--- config.mk ---
export PLATFORM = sky130hd
export DESIGN_NAME = booth_mul_pipe
export DESIGN_NICKNAME = d
export VERILOG_FILES = /design/src/rtl/mul_pkg.sv /design/src/rtl/csa_3to2.sv /design/src/rtl/booth_mul_pipe.sv
export SDC_FILE = /design/constraint.sdc
export NUM_CORES = 2
export LEC_CHECK = 0
export BUFFER_PORTS_ARGS = -buffer_cell sky130_fd_sc_hd__clkbuf_2
export CORE_MARGIN = 5
export CORE_UTILIZATION = 50
export CTS_CLUSTER_DIAMETER = 60
export DETAILED_ROUTE_END_ITERATION = 6
export PLACE_DENSITY_LB_ADDON = 0.2
export SLEW_MARGIN = 25
export SYNTH_ARGS = -nofsm -noshare
export SYNTH_HDL_FRONTEND = slang
export SYNTH_SLANG_ARGS = --single-unit
--- constraint.sdc ---
create_clock -name mul_clk -period 44.3 [get_ports mul_clk]
set_clock_uncertainty 0.2 [all_clocks]
set_input_delay 4.43 -clock mul_clk [delete_from_list [all_inputs] [get_ports mul_clk]]
set_output_delay 4.43 -clock mul_clk [all_outputs]
set_load 0.01 [all_outputs]
--- src/rtl/mul_pkg.sv ---
`default_nettype none
// +----------------------------------------------------------------------+
// | mul_pkg                                                              |
// | Shared definitions for the pipelined radix-4 Booth multiplier:       |
// | partial-product count, Booth select encoding, and helpers that size  |
// | the carry-save reduction tree and split it across pipeline stages.   |
// | Revision: 1.0 - initial release                                      |
// +----------------------------------------------------------------------+
package mul_pkg;

  localparam int MUL_STAGES = 3;

  // One-hot Booth digit select.
  typedef enum logic [4:0] {
    BSEL_ZERO = 5'b00001,
    BSEL_POS1 = 5'b00010,
    BSEL_POS2 = 5'b00100,
    BSEL_NEG1 = 5'b01000,
    BSEL_NEG2 = 5'b10000
  } booth_sel_e;

  // Number of radix-4 partial products for a given operand width.
  function automatic int npp(input int width);
    return width / 2 + 1;
  endfunction

  // Vectors remaining after one 3:2 level: every full group of three
  // becomes two, leftovers pass through.
  function automatic int csa_next(input int n);
    return n - n / 3;
  endfunction

  // Vector count at the input of tree level lvl.
  function automatic int tree_cnt(input int n, input int lvl);
    int cnt;
    cnt = n;
    for (int i = 0; i < lvl; i++) cnt = csa_next(cnt);
    return cnt;
  endfunction

  // Levels needed to bring n vectors down to two.
  function automatic int tree_levels(input int n);
    int cnt;
    int lvl;
    cnt = n;
    lvl = 0;
    while (cnt > 2) begin
      cnt = csa_next(cnt);
      lvl++;
    end
    return lvl;
  endfunction

  // Radix-4 Booth recoding of the bit triplet {b[2i+1], b[2i], b[2i-1]}.
  function automatic booth_sel_e booth_decode(input logic [2:0] trip);
    booth_sel_e sel;
    case (trip)
      3'b001, 3'b010: sel = BSEL_POS1;
      3'b011:         sel = BSEL_POS2;
      3'b100:         sel = BSEL_NEG2;
      3'b101, 3'b110: sel = BSEL_NEG1;
      default:        sel = BSEL_ZERO;
    endcase
    return sel;
  endfunction

endpackage
`default_nettype wire

--- src/rtl/csa_3to2.sv ---
`default_nettype none
// +----------------------------------------------------------------------+
// | csa_3to2                                                             |
// | W-bit 3:2 carry-save compressor. s is the bitwise sum, c the carry   |
// | vector already shifted left by one (top carry falls off, modulo 2^W).|
// | Ports: x, y, z in [W-1:0]; s, c out [W-1:0].                         |
// | Revision: 1.0 - initial release                                      |
// +----------------------------------------------------------------------+
module csa_3to2 #(
  parameter int W = 8
) (
  input  logic [W-1:0] x,
  input  logic [W-1:0] y,
  input  logic [W-1:0] z,
  output logic [W-1:0] s,
  output logic [W-1:0] c
);

  logic [W-2:0] maj;

  assign s   = x ^ y ^ z;
  assign maj = (x[W-2:0] & y[W-2:0]) | (x[W-2:0] & z[W-2:0]) | (y[W-2:0] & z[W-2:0]);
  assign c   = {maj, 1'b0};

endmodule
`default_nettype wire

--- src/rtl/booth_mul_pipe.sv ---
`default_nettype none
// +----------------------------------------------------------------------+
// | booth_mul_pipe                                                       |
// | 3-stage pipelined radix-4 Booth multiplier, signed or unsigned, with |
// | valid/ready handshakes on both sides, a sideband tag and flush.      |
// | Ports: mul_clk, reset (async, active high); in_valid/in_ready,       |
// | mul_signed, A, B, in_tag (operand beat); flush; out_valid/out_ready, |
// | result, out_tag (product beat); busy (any stage occupied).           |
// | Revision: 1.0 - initial release                                      |
// +----------------------------------------------------------------------+
module booth_mul_pipe
  import mul_pkg::*;
#(
  parameter int WIDTH = 32,
  parameter int TAG_W = 4
) (
  input  logic               mul_clk,
  input  logic               reset,
  input  logic               in_valid,
  output logic               in_ready,
  input  logic               mul_signed,
  input  logic [WIDTH-1:0]   A,
  input  logic [WIDTH-1:0]   B,
  input  logic [TAG_W-1:0]   in_tag,
  input  logic               flush,
  output logic               out_valid,
  input  logic               out_ready,
  output logic [2*WIDTH-1:0] result,
  output logic [TAG_W-1:0]   out_tag,
  output logic               busy
);

  localparam int NPP    = npp(WIDTH);
  localparam int PW     = 2 * WIDTH;
  localparam int N_LVL  = tree_levels(NPP);
  localparam int SPLIT  = (N_LVL + 1) / 2;     // levels below SPLIT live in S2
  localparam int S2_CNT = tree_cnt(NPP, SPLIT);

  // ---------------- handshake / valid pipeline ----------------
  logic s1_valid, s2_valid, s3_valid;
  logic s1_adv, s2_adv, s3_adv;

  assign s3_adv    = !s3_valid || out_ready;
  assign s2_adv    = !s2_valid || s3_adv;
  assign s1_adv    = !s1_valid || s2_adv;
  assign in_ready  = s1_adv;
  assign out_valid = s3_valid;
  assign busy      = s1_valid | s2_valid | s3_valid;

  // ---------------- stage 1 registers ----------------
  logic [WIDTH-1:0] s1_a, s1_b;
  logic             s1_signed;
  logic [TAG_W-1:0] s1_tag;

  // ---------------- Booth partial products (S2 comb) ----------------
  logic [PW-1:0]    a_ext;
  logic [WIDTH+2:0] b_code;   // extended multiplier with implicit b[-1] = 0

  assign a_ext  = {{(PW-WIDTH){s1_signed & s1_a[WIDTH-1]}}, s1_a};
  assign b_code = {{2{s1_signed & s1_b[WIDTH-1]}}, s1_b, 1'b0};

  // tree[l] holds the vectors entering level l; lvl_in[l] is what level l
  // actually reduces (the S2 register output at the split level).
  logic [PW-1:0] tree   [0:N_LVL][0:NPP-1];
  logic [PW-1:0] lvl_in [0:N_LVL-1][0:NPP-1];
  logic [PW-1:0] s2_vec [0:S2_CNT-1];
  logic [TAG_W-1:0] s2_tag;

  for (genvar i = 0; i < NPP; i++) begin : g_pp
    booth_sel_e    sel;
    logic [PW-1:0] mult;

    assign sel = booth_decode(b_code[2*i+2 -: 3]);

    always_comb begin
      mult = '0;
      case (sel)
        BSEL_POS1: mult = a_ext;
        BSEL_POS2: mult = a_ext << 1;
        BSEL_NEG1: mult = -a_ext;
        BSEL_NEG2: mult = -(a_ext << 1);
        default:   mult = '0;
      endcase
    end

    assign tree[0][i] = mult << (2 * i);
  end

  // ---------------- carry-save reduction tree ----------------
  for (genvar l = 0; l < N_LVL; l++) begin : g_lvl
    localparam int N  = tree_cnt(NPP, l);
    localparam int G  = N / 3;
    localparam int NN = N - G;

    for (genvar j = 0; j < N; j++) begin : g_src
      if (l == SPLIT) begin : g_from_reg
        assign lvl_in[l][j] = s2_vec[j];
      end else begin : g_from_comb
        assign lvl_in[l][j] = tree[l][j];
      end
    end

    for (genvar g = 0; g < G; g++) begin : g_csa
      csa_3to2 #(.W(PW)) u_csa (
        .x (lvl_in[l][3*g]),
        .y (lvl_in[l][3*g+1]),
        .z (lvl_in[l][3*g+2]),
        .s (tree[l+1][2*g]),
        .c (tree[l+1][2*g+1])
      );
    end

    for (genvar r = 0; r < N - 3*G; r++) begin : g_pass
      assign tree[l+1][2*G+r] = lvl_in[l][3*G+r];
    end

    for (genvar j = NN; j < NPP; j++) begin : g_zero
      assign tree[l+1][j] = '0;
    end
  end

  logic [PW-1:0] sum;
  assign sum = tree[N_LVL][0] + tree[N_LVL][1];

  // ---------------- data registers (load only when occupied) ----------------
  always_ff @(posedge mul_clk) begin
    if (s1_adv && in_valid && !flush) begin
      s1_a      <= A;
      s1_b      <= B;
      s1_signed <= mul_signed;
      s1_tag    <= in_tag;
    end
    if (s2_adv && s1_valid && !flush) begin
      s2_tag <= s1_tag;
      for (int j = 0; j < S2_CNT; j++) s2_vec[j] <= tree[SPLIT][j];
    end
  end

  // ---------------- valid bits and output stage ----------------
  always_ff @(posedge mul_clk or posedge reset) begin
    if (reset) begin
      s1_valid <= 1'b0;
      s2_valid <= 1'b0;
      s3_valid <= 1'b0;
      result   <= '0;
      out_tag  <= '0;
    end else if (flush) begin
      // An output handshake in this cycle still completes at this edge.
      s1_valid <= 1'b0;
      s2_valid <= 1'b0;
      s3_valid <= 1'b0;
    end else begin
      if (s1_adv) s1_valid <= in_valid;
      if (s2_adv) s2_valid <= s1_valid;
      if (s3_adv) s3_valid <= s2_valid;
      if (s3_adv && s2_valid) begin
        result  <= sum;
        out_tag <= s2_tag;
      end
    end
  end

endmodule
`default_nettype wire

==> results.py <==
metrics = {
    "status": {
        "status": "finished clean",
    },
    "synth": {
        "synth_seq_area_share_pct": 22.0,
        "synthArstFlopShare_pct": 16.4,
        "synth_area_leaders": "fa_1 23%, edfxtp_1 19%, o21ai_0 6.7%",
        "syn_nets": 7650,
        "synth_most_common_cell": "o21ai_0",
        "yosys.area.top_type_share_pct": 23.2,
        "synth_flop_cell": "edfxtp_1",
        "yosysWarnings": 0,
        "ys_types": 88,
        "synth_top_area_cell": "fa_1",
        "syn_inst": 6777,
        "ys_top_cells_by_count": "769 x o21ai_0, 734 x nand2_1, 667 x fa_1, 652 x clkbuf_1, 616 x a21oi_1",
        "synth-edff-count": 362,
        "syn_area_per_cell_um2": 8.50,
        "syn_area_um2": 57600,
        "yosys_register_bits": 433,
    },
    "placed_design": {
        "dp.cells": 7900,
        "place_congestion": 1.03,
        "port_buffers": 144,
        "postPlaceCellArea_um2": 59400,
        "pre_cts_ws_ns": 34.44,
        "hpwl_um": 173000,
    },
    "clock_tree": {
        "cts.clk_slew.worst_paths_ns": 0.06,
        "clock_sinks": 433,
        "cts_root_buffer": "clkbuf_16",
        "h-tree-depth": 2,
        "cts.path.max_buffers": 3,
        "tritoncts": "done",
        "clock_insertion_delay_worst_skew_ns": 0.67,
        "cts_resized": 0,
        "postCtsSetupBuffers": 0,
        "cts_hold_buf": 0,
        "cts_made_buffers": 55,
    },
    "setup_path": {
        "r2r-start": "s1_a[2]",
        "cp.arrival_ns": 5.23,
        "startpoint_type": "input pin",
        "critPathMaxFanout": 5,
        "r2r-end": "s2_vec[2][41]",
        "critPathCaptureType": "output port",
        "critPathKind": "in -> out",
        "r2r_cells": 17,
        "critPathRequiredTime_ns": 39.67,
        "r2r_setup_slack_ns": 36.57,
    },
    "hold_path": {
        "hold_path.class": "reg -> reg",
        "hp-start": "s1_tag[2]",
        "worstHoldPathCells": 0,
        "min_to": "s2_tag[2]",
    },
    "run": {
        "drv_cap": 0,
    },
    "route": {
        "vias": 54300,
        "drtAntennaViolNets": 0,
        "drt_first_iter_violations": 9324,
        "vias_per_cell": 6.77,
        "wl_per_cell_um": 29.1,
        "routed_wl_um": 233000,
        "drc": 0,
        "firstDrtPassIters": 7,
    },
    "power_and_ir_drop": {
        "peakVddDrop_mv": 0.0439,
        "power.density_nw_per_um2": 60.3,
        "p_leak_uw": 0.0253,
    },
    "global_route": {
        "grt_pass1_wl_um": 342000,
        "grt_pass1_vias": 50800,
        "grt_remaining_overflow": 0,
        "grtUsageTotal_pct": 37.1,
        "antenna_found_initial": 21,
        "grt_start_max_net_pins": 150,
    },
    "floorplan": {
        "die_y_um": 349,
        "die_area_um2": 122000,
        "initial_core_util_pct": 50.4,
        "fp.dieW_um": 349,
        "ioPinCount": 145,
        "rows": 124,
        "fp.coreArea_um2": 114000,
    },
    "sta": {
        "slew-limit-headroom_pct": 22.2,
        "slew_viol_final": 0,
        "fin_crit_ns": 9.86,
        "rsz0062_at_grt": "no",
        "hold_viol_final": 0,
        "setup_violations": 0,
        "worst_slack_ns": 34.44,
        "tns_ns": 0,
        "timing.fmax_mhz": 101,
        "finalCritPeriodShare_pct": 22.3,
        "tightest_slew_ns": 1.16,
    },
    "finish": {
        "nets": 7319,
        "stdcell_area_um2": 61400,
        "areaGrowthSynthToFinish_pct": 6.56,
        "final_cells": 8010,
        "drive_gt1_share_pct": 9.10,
    },
}
==> metrics by stage <==
step	hold slack, ns	power, uW	util (%)
detailed placement	0.205	3160	51.9
global route	0.228	3970	53.7
floorplan	0.200	2250	-
finish	0.211	3700	53.7
CTS	0.213	3640	53.6
global placement	0.202	3110	51.9
==> metal layers <==
metal | track usage (%) | wire length, um
met1 | 51.0 | 88500
met2 | 52.6 | 95400
met3 | 14.3 | 36700
met4 | 15.5 | 12400
met5 | 0 | 100
==> layout make-up <==
cell class              instances  area [um2]
fillers                     10500       53000
multi-input cells            5001       40300
flip-flops and latches        433       12600
repair buffers                360        2380
inverters                     595        2230
well taps                    1512        1890
clock buffers                  63        1420
clock inverters                41         470
diodes                          5        12.5
==> power breakdown <==
group / internal (uW) / switching (uW) / leakage (uW)
Clock: 266 / 199 / 0.000920
Sequential: 602 / 50.8 / 0.00438
Combinational: 966 / 1620 / 0.0200
Total: 1830 / 1870 / 0.0253
==> cell usage in the layout, fill, tap and decap left out, drive strengths merged, types with 15 or more instances in the layout <==
cell type  synthesis  final
a31oi             46     46
nor2b             46     46
xor2              85     85
a221oi           308    308
a21boi            16     16
o211ai            62     62
or3               24     24
inv              589    603
a211oi            34     34
nand2            734    734
or2               16     16
nor3              30     30
mux2              37     37
a221o             56     56
xnor2            197    197
a211o             29     29
edfxtp           362    362
and2              53     53
o221ai            39     39
o22ai             77     77
a32oi             30     30
a21oi            617    617
nand2b            25     25
ha               132    132
clkinv             6     25
nand3             22     22
o21ai            780    780
a22oi            116    116
dfrtp             71     71
a21o              87     87
buf               96    216
o21a              15     15
clkbuf           652    207
nand4             16     16
fa               667    667
nor2             396    396
mux2i             53     53
==> critical path, cell delays in order <==
cell and delay [ns]:
clkbuf_2 0.08, nor2b_1 0.28, and3_1 0.27, inv_1 0.05, clkbuf_2 0.12
==> sequential cells by signal, summed over array words and instances (netlist names) <==
name,cells
s2_vec,289
result,64
s1_a,32
s1_b,32
out_tag,4
s1_tag,4
s2_tag,4
out_valid,1
s1_signed,1
s1_valid,1
s2_valid,1
==> how the worst max path moves through the flow <==
stage	startpoint	end	slack [ns]	cells past startpoint
after floorplan	out_ready	s2_tag[0]	17.03	3
after global placement	out_ready	in_ready	34.40	5
after detailed placement	out_ready	in_ready	34.44	5
after CTS	out_ready	in_ready	34.44	5
after global routing	out_ready	in_ready	34.34	5
final	out_ready	in_ready	34.44	5
==> cells by family (layout without fill, tap and decap cells) <==
group | Yosys count | in the layout | synth area share [%]
AO/OA/AOI/OAI | 2414 | 2414 | 26.6
XOR/XNOR | 283 | 283 | 4.40
adder cells (fa/ha/maj) | 811 | 811 | 26.3
buffers and inverters | 1343 | 1059 | 8.81
flip-flops | 433 | 433 | 22.0
multiplexers | 91 | 91 | 1.68
other | 0 | 5 | 0
AND/OR/NAND/NOR | 1402 | 1402 | 10.3
Power figures use the tool's default switching activity.
